==> config.mk <==
export PLATFORM = sky130hd
export DESIGN_NAME = score_scan_flat
export DESIGN_NICKNAME = d
export VERILOG_FILES = /design/src/rtl/score_scan_if.sv /design/src/rtl/score_scan.sv /design/src/flat_wrapper.sv
export SDC_FILE = /design/constraint.sdc
export NUM_CORES = 1
export LEC_CHECK = 0
export ABC_CLOCK_PERIOD_IN_PS = 2500
export CORE_MARGIN = 5
export CORE_UTILIZATION = 58
export CTS_CLUSTER_SIZE = 24
export DETAILED_ROUTE_END_ITERATION = 6
export PLACE_DENSITY_LB_ADDON = 0.05
export SYNTH_ARGS = -nofsm -noshare
export SYNTH_HDL_FRONTEND = slang
export SYNTH_SLANG_ARGS = --single-unit
export TNS_END_PERCENT = 30
==> constraint.sdc <==
create_clock -name clk -period 2.5 [get_ports clk]
set_clock_uncertainty 0.1 [all_clocks]
set_input_delay 0.5 -clock clk [delete_from_list [all_inputs] [get_ports clk]]
set_output_delay 0.5 -clock clk [all_outputs]
set_load 0.01 [all_outputs]
==> src/rtl/score_scan_if.sv <==
// score_scan_if: catch-event inputs and scanned display outputs.
// master drives clr/p1_point/p2_point; slave drives w,x,y,z,an,game_over,winner.
interface score_scan_if;
  logic       clr;
  logic       p1_point;
  logic       p2_point;
  logic       w;
  logic       x;
  logic       y;
  logic       z;
  logic [3:0] an;
  logic       game_over;
  logic [1:0] winner;

  modport master (
    output clr, p1_point, p2_point,
    input  w, x, y, z, an, game_over, winner
  );

  modport slave (
    input  clr, p1_point, p2_point,
    output w, x, y, z, an, game_over, winner
  );
endinterface

==> src/rtl/score_scan.sv <==
// score_scan: two BCD scores from catch events, win detect, 4-digit scan.
// Ports: clk, rst_n (async, active-low), bus (score_scan_if.slave).
module score_scan #(
  parameter int SCAN_DIV  = 16,
  parameter int WIN_SCORE = 10
) (
  input  logic         clk,
  input  logic         rst_n,
  score_scan_if.slave  bus
);

  localparam logic [7:0] WIN_BCD =
    {4'(WIN_SCORE / 10), 4'(WIN_SCORE % 10)};

  logic                p1_q;
  logic                p2_q;
  logic                ev1;
  logic                ev2;
  logic [7:0]          s1;
  logic [7:0]          s2;
  logic [7:0]          n1;
  logic [7:0]          n2;
  logic                hit1;
  logic                hit2;
  logic                go;
  logic [1:0]          win;
  logic [SCAN_DIV-1:0] cnt;
  logic [1:0]          idx;
  logic [3:0]          nib_d;
  logic [3:0]          an_d;
  logic [3:0]          nib_q;
  logic [3:0]          an_q;

  // BCD increment, saturating at 99
  function automatic logic [7:0] bcd_inc(input logic [7:0] v);
    logic [7:0] r;
    r = v;
    if (v != 8'h99) begin
      if (v[3:0] == 4'd9) r = {v[7:4] + 4'd1, 4'd0};
      else                r = {v[7:4], v[3:0] + 4'd1};
    end
    return r;
  endfunction

  assign ev1 = bus.p1_point & ~p1_q;
  assign ev2 = bus.p2_point & ~p2_q;

  always_comb begin
    n1   = s1;
    n2   = s2;
    hit1 = 1'b0;
    hit2 = 1'b0;
    if (!go) begin
      if (ev1) n1 = bcd_inc(s1);
      if (ev2) n2 = bcd_inc(s2);
      hit1 = ev1 && (n1 == WIN_BCD);
      hit2 = ev2 && (n2 == WIN_BCD);
    end
  end

  always_ff @(posedge clk or negedge rst_n) begin
    if (!rst_n) begin
      p1_q <= 1'b0;
      p2_q <= 1'b0;
    end else begin
      // keep sampling through clr so a held level never counts
      p1_q <= bus.p1_point;
      p2_q <= bus.p2_point;
    end
  end

  always_ff @(posedge clk or negedge rst_n) begin
    if (!rst_n) begin
      s1  <= 8'h00;
      s2  <= 8'h00;
      go  <= 1'b0;
      win <= 2'b00;
    end else if (bus.clr) begin
      s1  <= 8'h00;
      s2  <= 8'h00;
      go  <= 1'b0;
      win <= 2'b00;
    end else begin
      s1 <= n1;
      s2 <= n2;
      if (hit1 || hit2) begin
        go  <= 1'b1;
        win <= {hit2, hit1};
      end
    end
  end

  always_ff @(posedge clk or negedge rst_n) begin
    if (!rst_n) begin
      cnt <= '0;
      idx <= 2'd0;
    end else begin
      cnt <= cnt + SCAN_DIV'(1);
      if (&cnt) idx <= idx + 2'd1;
    end
  end

  always_comb begin
    nib_d = 4'd0;
    an_d  = 4'b1111;
    unique case (1'b1)
      idx == 2'd0: begin
        nib_d = s1[3:0];
        an_d  = 4'b1110;
      end
      idx == 2'd1: begin
        nib_d = s1[7:4];
        an_d  = (s1[7:4] == 4'd0) ? 4'b1111 : 4'b1101;
      end
      idx == 2'd2: begin
        nib_d = s2[3:0];
        an_d  = 4'b1011;
      end
      idx == 2'd3: begin
        nib_d = s2[7:4];
        an_d  = (s2[7:4] == 4'd0) ? 4'b1111 : 4'b0111;
      end
    endcase
  end

  always_ff @(posedge clk or negedge rst_n) begin
    if (!rst_n) begin
      nib_q <= 4'd0;
      an_q  <= 4'b1111;
    end else begin
      nib_q <= nib_d;
      an_q  <= an_d;
    end
  end

  assign bus.w         = nib_q[3];
  assign bus.x         = nib_q[2];
  assign bus.y         = nib_q[1];
  assign bus.z         = nib_q[0];
  assign bus.an        = an_q;
  assign bus.game_over = go;
  assign bus.winner    = win;

endmodule
==> src/flat_wrapper.sv <==
// flat-port wrapper written by rule: the top's interface ports become plain ports
module score_scan_flat 
#(
  parameter int SCAN_DIV  = 16,
  parameter int WIN_SCORE = 10
)
  (clk, rst_n, bus_clr, bus_p1_point, bus_p2_point, bus_w, bus_x, bus_y, bus_z, bus_an, bus_game_over, bus_winner);
  score_scan_if bus_i ();
  input  logic clk;
  input  logic rst_n;
  input wire logic [$bits(bus_i.clr)-1:0] bus_clr;
  input wire logic [$bits(bus_i.p1_point)-1:0] bus_p1_point;
  input wire logic [$bits(bus_i.p2_point)-1:0] bus_p2_point;
  output wire logic [$bits(bus_i.w)-1:0] bus_w;
  output wire logic [$bits(bus_i.x)-1:0] bus_x;
  output wire logic [$bits(bus_i.y)-1:0] bus_y;
  output wire logic [$bits(bus_i.z)-1:0] bus_z;
  output wire logic [$bits(bus_i.an)-1:0] bus_an;
  output wire logic [$bits(bus_i.game_over)-1:0] bus_game_over;
  output wire logic [$bits(bus_i.winner)-1:0] bus_winner;
  assign bus_i.clr = bus_clr;
  assign bus_i.p1_point = bus_p1_point;
  assign bus_i.p2_point = bus_p2_point;
  assign bus_w = bus_i.w;
  assign bus_x = bus_i.x;
  assign bus_y = bus_i.y;
  assign bus_z = bus_i.z;
  assign bus_an = bus_i.an;
  assign bus_game_over = bus_i.game_over;
  assign bus_winner = bus_i.winner;
  score_scan #(.SCAN_DIV(SCAN_DIV), .WIN_SCORE(WIN_SCORE)) u_core (.clk(clk), .rst_n(rst_n), .bus(bus_i));
endmodule
==> run_results.csv, run 1 <==
group,metric,value,unit
sta,finalSetupTns,0,ns
setup_path,path_delay_family,"simple AND/OR/NAND/NOR gates",
yosys,synth.avg_cell_area,10.3,um2
die,die_y,75.0,um
pwr,p_int,0.982,mW
yosys,async_reset_ff_share,100,%
cells_and_area,regArea,1180,um2
setup_path,endpoint_kind,"register",
pwr,p_total,1.26,mW
yosys,synthFlopType,"dfrtp_1",
sta,setup_viol,0,
die,initial_core_util,60.4,%
yosys,synth_area_leader_cell,"dfrtp_1",
route,firstDrtPassIters,4,
yosys,ys_ff_latch,47,
cells_and_area,multiInputGateArea,1150,um2
flow_run,drv_cap,0,
yosys,synth.top_cell.area_share,43.9,%
route,vias_per_cell,5.74,
setup_path,worstSetupPathType,"register to register",
clocking,cts_root_buf,"clkbuf_8",
setup_path,rr_worst_depth,6,
setup_path,cp-startpoint,"u_core.cnt[0]",
cells_and_area,fin_area,2740,um2
route,postRouteAntennaNets,0,
clocking,cts_max_level,2,
place,hpwl,3.26,mm
min_path,hold_path.class,"primary input to async pin",
pwr,power_frac_clock,34.8,%
sta,slew_viol_final,0,
route,drt_iter0_markers,109,
die,io-pin-count,16,
global_route,grt-ovfl-total,0,
global_route,grt_pass1_wl,7.99,mm
setup_path,crit_cells,6,
sta,final_hold_viol_count,0,
sta,tightestPinTransition,0.475,ns
yosys,synth.most_common_cell,"dfrtp_1",
yosys,synth_area_leaders,"dfrtp_1 44%, ha_1 6.1%, xnor2_1 5.4%, dfstp_2 4.3%, nor2_1 3.5%",
clocking,cts_hold_buffers,0,
place,gp_congestion,0.789,
sta,rsz0062_at_grt,"false",
clocking,cts_buffers,5,
route,wl_per_cell,14.9,um
die,floorplan.rows,23,
clocking,cts_tree,"built",
setup_path,max_stage_delay,0.44,ns
global_route,grt_use_total,18.6,%
yosys,synthCells,238,
clocking,cts_resized,0,
cells_and_area,nFillCells,323,
setup_path,cp.required,2.58,ns
place,placed_area,2660,um2
die,design.core.area,4060,um2
cells_and_area,finish.utilization,67.6,%
die,die-width,75.0,um
global_route,antenna_found_initial,0,
yosys,ys_top_cells_by_count,"43 x dfrtp_1, 23 x nor2_1, 17 x inv_1",
route,wirelength,4.57,mm
yosys,synth_nets,255,
setup_path,path_cells,"ha_1 -> nand3_1 -> nor3_1 -> nand2_1 -> nor2_1 -> mux2_2",
clocking,clock_sink_count,47,
setup_path,r2r-end,"u_core.idx[1]",
setup_path,worstPathArrival,2.22,ns
place,port-buffer-count,15,
cells_and_area,drive_gt1_share,10.5,%
sta,fin_crit,2.14,ns
route,routed-via-count,1755,
pwr,netSwitchingFraction,22.3,%
run_status,outcome,"finished clean",
pwr,ir_drop,254,uV
cells_and_area,syn2layout_area_growth,11.8,%
yosys,yosysSeqAreaShare,48.2,%
clocking,clockBufferDepth,2,
pwr,p_leak,1.14,nW
setup_path,crit_slowest_cell,"nor3_1",
sta,fmax,0.468,GHz
sta,relSlewSlack,68.1,%
setup_path,critPathLaunchType,"register",
pwr,p_sw,0.282,mW
setup_path,critPathCapture,"u_core.idx[1]",
clocking,clkLatencyLatePin,0.29,ns
clocking,cts_setup_buffers,0,
pwr,power_frac_comb,4.0,%
global_route,grt_start_max_net_pins,48,
global_route,grt_pass1_vias,1728,
cells_and_area,final_nets,272,
setup_path,path_buf_inv,0,
yosys,synth-warning-count,0,
pwr,seq_power_share,61.2,%
cells_and_area,antenna_cells,0,
die,dieArea,5630,um2
clocking,clk_pin_slew,0.08,ns
yosys,synth-edff-count,0,
route,drc,0,
yosys,ys_types,47,
setup_path,r2r_start,"u_core.cnt[0]",
pwr,p_per_area,461,nW/um2
sta,post-route-period-util,85.5,%
yosys,synth.cell_area,2450,um2
setup_path,regToRegSetupSlack,0.36,ns
setup_path,critPathMaxFanout,4,
==> stage by stage <==
| step | worst slack (ns) | hold WS, ns | std cells |
|---|---|---|---|
| floorplan | 0.632 | 0.104 | 238 |
| global placement | 0.121 | 0.361 | 298 |
| detailed placement | 0.124 | 0.362 | 298 |
| CTS | 0.367 | 0.0823 | 306 |
| global route | 0.231 | 0.0866 | 306 |
| finish | 0.364 | 0.0742 | 306 |
==> routing by layer <==
layer | up-vias | track usage [%] | routed length (um)
li1 | 867 | - | -
met1 | 843 | 26.5 | 2190
met2 | 39 | 28.7 | 2120
met3 | 6 | 4.14 | 202
met4 | 0 | 4.94 | 52
met5 | - | 0 | 0
==> worst min-delay path by stage <==
| stage | slack, ns | end |
|---|---|---|
| global route | 0.09 | u_core.cnt[15] |
| finish | 0.07 | u_core.cnt[15] |
| floorplan | 0.10 | u_core.bus.game_over |
| CTS | 0.08 | u_core.cnt[8] |
| global placement | 0.36 | u_core.cnt[0] |
| detailed placement | 0.36 | u_core.cnt[8] |
==> state kept, by name (all words and copies together), names as in the netlist <==
signal / flops
u_core.p2_q: 1
u_core.nib_q: 4
u_core.s1: 8
u_core.bus.winner: 2
u_core.bus.game_over: 1
u_core.idx: 2
u_core.p1_q: 1
u_core.s2: 8
u_core.cnt: 16
u_core.bus.an: 4
==> area by class of cell <==
type | instances | share of cell area [%]
Sequential cell | 47 | 43.1
Clock inverter | 2 | 0.456
Inverter | 19 | 2.60
Tap cell | 50 | 2.28
Clock buffer | 6 | 2.65
Multi-Input combinational cell | 163 | 42.1
Timing Repair Buffer | 19 | 6.84
==> cell families (layout without fill, tap and decap cells) <==
kind of cell	after synthesis	count (layout)	share of synthesized area (%)
AO/OA/AOI/OAI	40	40	11.3
adder cells (fa/ha/maj)	12	12	6.12
XOR/XNOR	20	20	7.14
flip-flops	47	47	48.2
multiplexers	10	10	4.23
AND/OR/NAND/NOR	81	81	18.3
buffers and inverters	28	46	4.74
==> placed cells by master (no fill, tap or decap), types with 2 or more instances in the layout <==
cell and n:
nand4_1 10, a211oi_1 3, or3b_1 2, dfstp_2 4, mux2_2 3, xnor2_1 15
a21oi_1 12, nand3b_1 3, clkinv_1 2, dfrtp_1 43, inv_1 17, a31oi_1 6
nor3_1 7, nand3_1 9, a222oi_1 4, buf_4 3, clkdlybuf4s50_1 14, clkbuf_8 5
ha_1 12, mux2i_1 7, and3b_1 2, o21ai_0 4, nor2_1 23, nand2_1 14
o31ai_1 2, xor2_1 5
==> power by group through the flow <==
stage,Clock [mW],Sequential [mW],Combinational (mW)
floorplan,0,0.786,0.0207
global placement,0,0.788,0.0518
detailed placement,0,0.788,0.0520
CTS,0.454,0.774,0.0523
global route,0.487,0.775,0.0578
finish,0.440,0.774,0.0508
No activity file was read; power rests on OpenSTA's default activity.
==> inputs of run 2 (changes only) <==
--- a/config.mk
+++ b/config.mk
@@ -6,10 +6,12 @@
 export NUM_CORES = 1
 export LEC_CHECK = 0
+export ABC_AREA = 1
 export ABC_CLOCK_PERIOD_IN_PS = 2500
 export CORE_MARGIN = 5
-export CORE_UTILIZATION = 58
+export CORE_UTILIZATION = 59
 export CTS_CLUSTER_SIZE = 24
 export DETAILED_ROUTE_END_ITERATION = 6
 export PLACE_DENSITY_LB_ADDON = 0.05
+export SLEW_MARGIN = 10
 export SYNTH_ARGS = -nofsm -noshare
 export SYNTH_HDL_FRONTEND = slang
==> constraint.sdc (replaced) <==
create_clock -name clk -period 2.5 [get_ports clk]
set_clock_uncertainty 0.1 [all_clocks]
set_input_delay 0.625 -clock clk [delete_from_list [all_inputs] [get_ports clk]]
set_output_delay 0.625 -clock clk [all_outputs]
set_load 0.01 [all_outputs]
==> run_results.csv, run 2 <==
group,metric,value,unit
sta,setup_viol,0,
route,wirelength,5.07,mm
die,die-width,76.0,um
place,placed_area,2810,um2
place,hpwl,3.79,mm
yosys,synth_top_family_by_area,"simple AND/OR/NAND/NOR gates",
yosys,synth_area_leaders,"dfrtp_1 42%, nand2_1 9.6%, inv_1 6.9%, ha_1 5.8%, nand3_1 5.5%",
sta,final_hold_viol_count,0,
setup_path,worstSetupPathType,"primary input to register",
cells_and_area,fin_area,2900,um2
yosys,synth.area.mux_share,0,%
global_route,grt_pass1_wl,9.09,mm
pwr,ir_drop,302,uV
clocking,cts_root_buf,"clkbuf_8",
place,port-buffer-count,15,
global_route,grt_start_max_net_pins,48,
die,design.core.area,4290,um2
die,initial_core_util,59.9,%
pwr,p_per_area,452,nW/um2
yosys,ys_types,28,
pwr,p_leak,1.39,nW
yosys,synthFlopType,"dfrtp_1",
flow_run,drv_cap,0,
yosys,synth_compound_area_share,8.81,%
run_status,outcome,"finished clean",
sta,relSlewSlack,61.3,%
die,die_y,76.0,um
sta,tightestPinTransition,0.581,ns
global_route,grt-ovfl-total,0,
sta,finalSetupTns,0,ns
yosys,synthAdderAreaFrac,5.84,%
route,firstDrtPassIters,5,
die,floorplan.rows,24,
clocking,cts_hold_buffers,0,
cells_and_area,final_cell_mix,"66 x nand2_1, 47 x inv_1, 43 x dfrtp_1",
clocking,clkLatencyLatePin,0.31,ns
sta,rsz0062_at_grt,"false",
setup_path,worstPathArrival,2.20,ns
place,gp_congestion,0.867,
yosys,ys_top_cells_by_count,"66 x nand2_1, 47 x inv_1, 43 x dfrtp_1",
sta,fmax,0.472,GHz
yosys,synth-edff-count,0,
setup_path,endpoint_kind,"register",
yosys,synthXorXnorAreaFrac,5.11,%
yosys,async_reset_ff_share,100,%
yosys,synth.avg_cell_area,8.40,um2
die,io-pin-count,16,
setup_path,regToRegSetupSlack,0.57,ns
clocking,clockBufferDepth,2,
yosys,synth.top_cell.area_share,41.8,%
yosys,synth-warning-count,0,
cells_and_area,mostFrequentLayoutCell,"nand2_1",
sta,fin_crit,2.12,ns
clocking,clk_pin_slew,0.09,ns
setup_path,critPathLaunchType,"primary input",
global_route,antenna_found_initial,0,
cells_and_area,regArea,1180,um2
yosys,ys_ff_latch,47,
clocking,cts_setup_buffers,0,
yosys,synth.cell_area,2570,um2
place,dp_slack,0.0931,ns
cells_and_area,antenna_cells,0,
setup_path,rr_worst_depth,10,
yosys,synthCells,306,
cells_and_area,largest_reg_flops,16,
yosys,synth.most_common_cell,"nand2_1",
min_path,hold_path.class,"primary input to async pin",
global_route,grt_use_total,18.9,%
sta,slew_viol_final,0,
route,routed-via-count,2064,
clocking,cts_tree,"built",
clocking,cts_max_level,2,
route,vias_per_cell,5.42,
global_route,grt_pass1_vias,2031,
cells_and_area,multiInputGateArea,1190,um2
setup_path,cp.required,2.58,ns
clocking,clock_sink_count,47,
yosys,yosysSeqAreaShare,45.9,%
cells_and_area,largest_register,"u_core.cnt",
cells_and_area,drive_gt1_share,10.3,%
setup_path,critPathMaxFanout,7,
yosys,synth_nets,323,
cells_and_area,nFillCells,387,
yosys,synth_area_leader_cell,"dfrtp_1",
yosys,synthSimpleGateAreaFrac,26.5,%
route,wl_per_cell,13.3,um
route,drc,0,
route,postRouteAntennaNets,0,
cells_and_area,syn2layout_area_growth,12.7,%
cells_and_area,final_nets,345,
cells_and_area,reg_top3,"u_core.cnt x16, u_core.s1 x8, u_core.s2 x8",
sta,post-route-period-util,84.8,%
route,drt_iter0_markers,199,
die,dieArea,5780,um2
clocking,cts_resized,0,
clocking,cts_buffers,5,
sta,setup_slack,0.380,ns
## run 2: cell types whose count changed after synthesis, sizes merged, moves of 8 or more
cell	previous run	this run
nand2	14	67
o21ai	4	12
xor2	5	14
nand3	9	31
nor2	23	31
xnor2	15	1
inv	17	49
o22ai	1	12
## run 2: path summary, 6_finish.rpt
path,start,to
setup / recovery,bus_p1_point,u_core.bus.winner[1]
hold / removal,rst_n,u_core.cnt[7]
setup reg to reg,u_core.s2[5],u_core.bus.winner[1]
hold reg to reg,u_core.cnt[0],u_core.cnt[0]
max in group asynchronous,rst_n,u_core.s2[3]
min in group clk,u_core.cnt[0],u_core.cnt[0]
## run 2: stage by stage
stage	total power, mW	cells	utilization (%)	hold slack, ns
2_1_floorplan	0.819	306	-	0.229
3_3_place_gp	0.856	373	65.4	0.347
3_5_place_dp	0.857	373	65.4	0.365
4_1_cts	1.33	381	67.5	0.322
5_1_grt	1.38	381	67.5	0.328
6_report	1.31	381	67.5	0.291
## run 2: kinds of logic after synthesis
logic type | after synthesis
adder cells (fa/ha/maj) | 12
AND/OR/NAND/NOR | 141
flip-flops | 47
AO/OA/AOI/OAI | 38
buffers and inverters | 53
XOR/XNOR | 15
## run 2: power breakdown
group / internal, mW / total, mW / leakage [nW] / switching (mW)
combinational: 0.0228 / 0.0682 / 0.718 / 0.0453
clock: 0.201 / 0.470 / 0.0485 / 0.270
sequential: 0.767 / 0.773 / 0.621 / 0.00685
total: 0.990 / 1.31 / 1.39 / 0.322
## run 2: metal layers
metal	vias to the layer above	part of all wire, %	wire [um]	track usage (%)
met5	-	0	0	0
met2	40	48	2420	30.7
met1	983	47	2380	25.3
li1	1036	-	-	-
met3	5	4.3	218	3.90
met4	0	1.2	60	6.23
## run 2: critical path, stage by stage
cell	delay, ns
clkdlybuf4s50_1	0.47
inv_1	0.06
nor2_4	0.16
inv_2	0.09
nor2_1	0.16
xor2_1	0.21
nand2_1	0.08
nor2_1	0.10
nand2_1	0.09
nand2_1	0.07
a21oi_1	0.07
## run 2: final cells by class
cell class,count,share of cell area [%]
Clock buffer,5,2.37
Sequential cell,47,40.7
Clock inverter,3,0.777
Inverter,49,6.34
Multi-Input combinational cell,206,41.0
Tap cell,52,2.24
Timing Repair Buffer,19,6.47
==> variant 1: new RTL, flow settings as in run 2 <==
`SCAN_DIV` is set to 16 in 2 places; all go to 32.
--- a/src/rtl/score_scan.sv
+++ b/src/rtl/score_scan.sv
@@ -2,5 +2,5 @@
 // Ports: clk, rst_n (async, active-low), bus (score_scan_if.slave).
 module score_scan #(
-  parameter int SCAN_DIV  = 16,
+  parameter int SCAN_DIV  = 32,
   parameter int WIN_SCORE = 10
 ) (
--- a/src/flat_wrapper.sv
+++ b/src/flat_wrapper.sv
@@ -2,5 +2,5 @@
 module score_scan_flat 
 #(
-  parameter int SCAN_DIV  = 16,
+  parameter int SCAN_DIV  = 32,
   parameter int WIN_SCORE = 10
 )
Check against the original RTL: no difference found for any inputs over 10 cycles, from zero or initial values and one cycle with rst_n low; that may be too few to reach the edited logic, so the function may still have changed.
==> variant 1 against run 2 <==
  * Area after synthesis is 32% higher
  * Sequential cell count is 16 higher
  * Setup slack better by 0.0070 ns
  * Power is 54% higher
  * Cell area is 34% higher
  * Largest power group unchanged
  * Register-to-register slack better by 0.05 ns
  * Count of clock-buffer cells in the layout is 7 higher
  * Wire length is 37% higher
==> variant 1: results (changes against run 2) <==
| Metric | Value |
|---|---|
| Worst VDD drop | 0.402 mV (+33%) |
| Dpl cells | 490 (+31%) |
| Met2 Track Usage GR | 0.346 (+0.0397) |
| M1 WL | 3.11 mm (+31%) |
| Clock Latency Late Sink | 0.34 ns (+0.03 ns) |
| Worst path top cell family by delay | flip-flops |
| Xor/xnor cell area share of the yosys netlist | 0.0669 (+0.0158) |
| CTS H-tree depth | 3 (+1) |
| Critical Path AT | 1.39 ns (-0.81 ns) |
| Worst slack at placement | 0.103 ns (+0.0102 ns) |
| Largest net degree at the start of global routing | 64 (+33%) |
| First-pass GRT wire length | 12.1 mm (+33%) |
| Leak | 1.88 nW (+36%) |
| Nets@finish | 446 (+29%) |
| Synth Area in Adders | 0.0441 (-0.0143) |
| Worst Setup EP | bus_an[1] |
| Met3 GRT Util | 0.0490 (+0.00998) |
| Reg2reg path depth | 9 (-1) |
| Reg2reg end | u_core.idx[0] |
| Top post-synthesis cells by count | nand2_1, dfrtp_1, inv_1 |
| Dpl hpwl | 4.92 mm (+30%) |
| Min Hold Slack | 0.182 ns (-0.109 ns) |
| Sequential cell area fraction in the yosys report | 0.465 (+0.00551) |
| Fmax | 473 MHz (+0.33%) |
| CP max stage delay | 0.53 ns (+0.06 ns) |
| Final cell count without fillers | 506 (+33%) |
| Status | completed |
| Worst-path clk slew | 0.08 ns |
| Critical Path Source | u_core.bus.an[1] |
| 1st-iter DRT viols | 256 (+29%) |
| Critical path type | reg -> out |
| CTS Buf Count | 9 (+4) |
| Buffers added on ports | 15 (unchanged) |
| Synth cell types | 36 (+29%) |
| CP max stage cell | dfstp_2 |
| Placed Area | 3690 µm² (+31%) |
| Crit path max fanout | 1 (-6) |
| Syn nets | 420 (+30%) |
| Met1 global-route usage | 0.259 (+0.00644) |
| Biggest regs | u_core.cnt: 32 flops, u_core.s1: 8 flops, u_core.s2: 8 flops |
| CTS resizes | 0 (unchanged) |
| Worst slew pin tran | 0.462 ns (-0.118 ns) |
| Final Wtd Congestion | 0.807 (-6.8%) |
| Layout cells sized above 1 | 0.108 (+0.00495) |
| Main synth FF type | dfrtp_1 |
| Post-synthesis compound-gate area fraction | 0.0754 (-0.0127) |
| Cells after synthesis | 403 (+32%) |
| Worst reg2reg path startpoint | u_core.cnt[0] |
| Met2 Wirelength | 3.36 mm (+39%) |
| Drt total wl | 6.97 mm (+37%) |
| Ant diodes | 0 (unchanged) |
| Area contributors post-synth | dfrtp_1, nand2_1, inv_1 |
| Routed length on met3 | 357 µm (+64%) |
| Register-to-register setup slack | 0.62 ns (+0.05 ns) |
| Total track usage | 0.205 (+0.0159) |
| Number of global-route vias before repair | 2695 (+33%) |
| Total number of vias | 2790 (+35%) |
## variant 1: cell types whose count changed after synthesis, sizes merged, moves of 3 or more
cell,before,now
a21oi,8,11
buf,0,4
clkbuf,4,1
clkinv,0,3
dfrtp,43,59
inv,49,55
nand2,67,85
nand3,31,39
nand4,5,16
nor2,31,45
o21ai,12,20
o22ai,12,8
xnor2,1,11
## variant 1: where the power goes
part,switching (mW),internal (mW),total [mW]
Sequential,0.00799,1.03,1.03
Combinational,0.0507,0.0272,0.0779
Clock,0.397,0.510,0.908
## variant 1: cell type report
cell class | instances | area [µm²]
fill | 476 | 1650
multi-input combinational | 277 | 1580
inverter | 58 | 219
clock inverter | 4 | 45.0
tap | 72 | 90.1
clock buffer | 12 | 155
timing repair buffer | 20 | 220
sequential | 63 | 1580
## variant 1: cells by family after synthesis
logic type / Yosys count
AND/OR/NAND/NOR: 194
buffers and inverters: 63
flip-flops: 63
XOR/XNOR: 26
AO/OA/AOI/OAI: 45
adder cells (fa/ha/maj): 12
==> variant 2: new RTL, settings of run 2 <==
Made on the original files. Make the reset (`rst_n`) synchronous in 4 clocked blocks. Comments in the files are not updated.
--- a/src/rtl/score_scan.sv
+++ b/src/rtl/score_scan.sv
@@ -59,5 +59,5 @@
   end
 
-  always_ff @(posedge clk or negedge rst_n) begin
+  always_ff @(posedge clk) begin
     if (!rst_n) begin
       p1_q <= 1'b0;
@@ -70,5 +70,5 @@
   end
 
-  always_ff @(posedge clk or negedge rst_n) begin
+  always_ff @(posedge clk) begin
     if (!rst_n) begin
       s1  <= 8'h00;
@@ -91,5 +91,5 @@
   end
 
-  always_ff @(posedge clk or negedge rst_n) begin
+  always_ff @(posedge clk) begin
     if (!rst_n) begin
       cnt <= '0;
@@ -124,5 +124,5 @@
   end
 
-  always_ff @(posedge clk or negedge rst_n) begin
+  always_ff @(posedge clk) begin
     if (!rst_n) begin
       nib_q <= 4'd0;
Formal check against the unedited RTL: differs if rst_n is asserted again (counterexample within 4 cycles, from zero or initial values and one cycle with rst_n low); with rst_n held inactive, the same outputs for 10 cycles.
==> variant 2 against run 2 <==
  * Area after synthesis increased by 2.9%
  * Critical path depth shrank 10
  * Power grew 7.6%
  * Count of clock-buffer cells in the layout unchanged
  * Wire length is 8.8% higher
  * Sequential cell count unchanged
  * Fmax fell by 5.0%
  * Setup slack worse by 0.11 ns
  * Cell area rose by 1.8%
  * Critical endpoint is now bus_game_over
  * Largest power group unchanged
  * Highest routed layer unchanged
==> variant 2: results (changes against run 2) <==
| Metric | Value |
|---|---|
| Status | completed |
| Met1 global-route usage | 0.257 (+0.00458) |
| Synth Area in Adders | 0.0567 (-0.00166) |
| Pint | 1.09 mW (+9.9%) |
| Max-cap viol count | 0 (unchanged) |
| Worst path top cell family by delay | buffers and inverters |
| Sequential cell area fraction in the yosys report | 0.356 (-0.104) |
| Total track usage | 0.195 (+0.00586) |
| Drt total wl | 5.52 mm (+8.8%) |
| CTS H-tree depth | 2 (unchanged) |
| DR top layer | met4 |
| Worst VDD drop | 0.354 mV (+17%) |
| Post-CTS Setup Bufs | 0 (unchanged) |
| Met2 Track Usage GR | 0.323 (+0.0161) |
| Hold crit path type | reg -> reg |
| Critical Path Source | u_core.bus.game_over |
| Routed length on met3 | 240 µm (+10%) |
| Final Wtd Congestion | 0.920 (+6.1%) |
| CP max stage cell | clkdlybuf4s50_1 |
| Initial antenna violation count | 0 (unchanged) |
| Critical Path AT | 1.51 ns (-0.69 ns) |
| CTS resizes | 0 (unchanged) |
| Met3 GRT Util | 0.0527 (+0.0137) |
| Largest net degree at the start of global routing | 20 (-58%) |
| Synth cell types | 31 (+11%) |
| Number of global-route vias before repair | 2159 (+6.3%) |
| Multiplexer share of the synthesized area | 0 (unchanged) |
| Met2 Wirelength | 2.65 mm (+9.5%) |
| Syn nets | 403 (+25%) |
| Worst reg2reg path startpoint | u_core.s1[5] |
| Buffers added on ports | 15 (unchanged) |
| Nets@finish | 420 (+22%) |
| Ant diodes | 0 (unchanged) |
| Post-synthesis compound-gate area fraction | 0.137 (+0.0490) |
| Filler Cell Count | 387 (unchanged) |
| 1st-iter DRT viols | 102 (-49%) |
| Layout cells sized above 1 | 0.116 (+0.0130) |
| Xor/xnor cell area share of the yosys netlist | 0.00331 (-0.0478) |
| Leak | 1.34 nW (-3.2%) |
| Crit path max fanout | 13 (+6) |
| DRT Pass-1 Iters | 5 (unchanged) |
| M1 WL | 2.59 mm (+9.0%) |
| Clock Latency Late Sink | approximately 0.3 ns |
| Top post-synthesis cells by count | nand2_1, inv_1, dfxtp_1 |
| Mean Syn Cell Area | 6.86 µm² (-18%) |
| Relative slew slack | 0.704 (+0.0908) |
| Area contributors post-synth | dfxtp_1, nand2_1, inv_1 |
| Placed Area | 2840 µm² (+1.0%) |
| Ys async rst share | 0 (-1.00) |
| Dpl hpwl | 4.10 mm (+8.4%) |
| Main synth FF type | dfxtp_1 |
| Post-DR vias/cell | 5.36 (-1.1%) |
| Clk buf depth | 2 (unchanged) |
| CP max stage delay | 0.62 ns (+0.15 ns) |
| Hold buffer count at CTS | 0 (unchanged) |
| First-pass GRT wire length | 9.58 mm (+5.4%) |
variant 2: changes by cell type after synthesis, sizes merged, moves of 5 or more:
cell   change
a21oi     +22
o22ai     -12
dfxtp     +47
nor3       +5
nand2     +33
inv       +14
dfrtp     -43
o21ai     +14
xor2      -14
nor2      +10
nand3      -6
variant 2: through the flow:
stage	hold slack, ns	setup slack, ns	std cells	utilization	power [mW]
after global placement	0.334	0.204	448	0.651	0.860
after detailed placement	0.345	0.160	448	0.651	0.861
after floorplan	0.318	0.846	386	-	0.838
after CTS	0.362	0.260	456	0.678	1.43
after global routing	0.383	0.170	456	0.678	1.48
final	0.354	0.269	456	0.678	1.41
variant 2: cell type report:
class                           instances  area share
Multi-Input combinational cell        267       0.480
Clock buffer                            5      0.0233
Tap cell                               52      0.0220
Clock inverter                          3      0.0157
Inverter                               64      0.0814
Timing Repair Buffer                   18      0.0585
Sequential cell                        47       0.319
variant 2: cell families after synthesis:
| logic type | count (synthesis) |
|---|---|
| XOR/XNOR | 1 |
| adder cells (fa/ha/maj) | 12 |
| buffers and inverters | 72 |
| flip-flops | 47 |
| AO/OA/AOI/OAI | 67 |
| AND/OR/NAND/NOR | 187 |
variant 2: power by group through the flow:
stage | clock network (mW) | logic, mW | registers (mW)
2_1_floorplan | 0 | 0.0573 | 0.781
3_3_place_gp | 0 | 0.0772 | 0.783
6_report | 0.568 | 0.0781 | 0.766
5_1_grt | 0.620 | 0.0891 | 0.767
3_5_place_dp | 0 | 0.0783 | 0.783
4_1_cts | 0.583 | 0.0790 | 0.766
variant 2: worst paths after layout:
path                                              to  slack (ns)  cells past startpoint
worst max-delay path                   bus_game_over        0.27                      1
worst max register to register  u_core.bus.winner[1]        0.68                     12
worst min register to register         u_core.cnt[0]        0.35                      1
worst min-delay path                   u_core.cnt[0]        0.35                      1
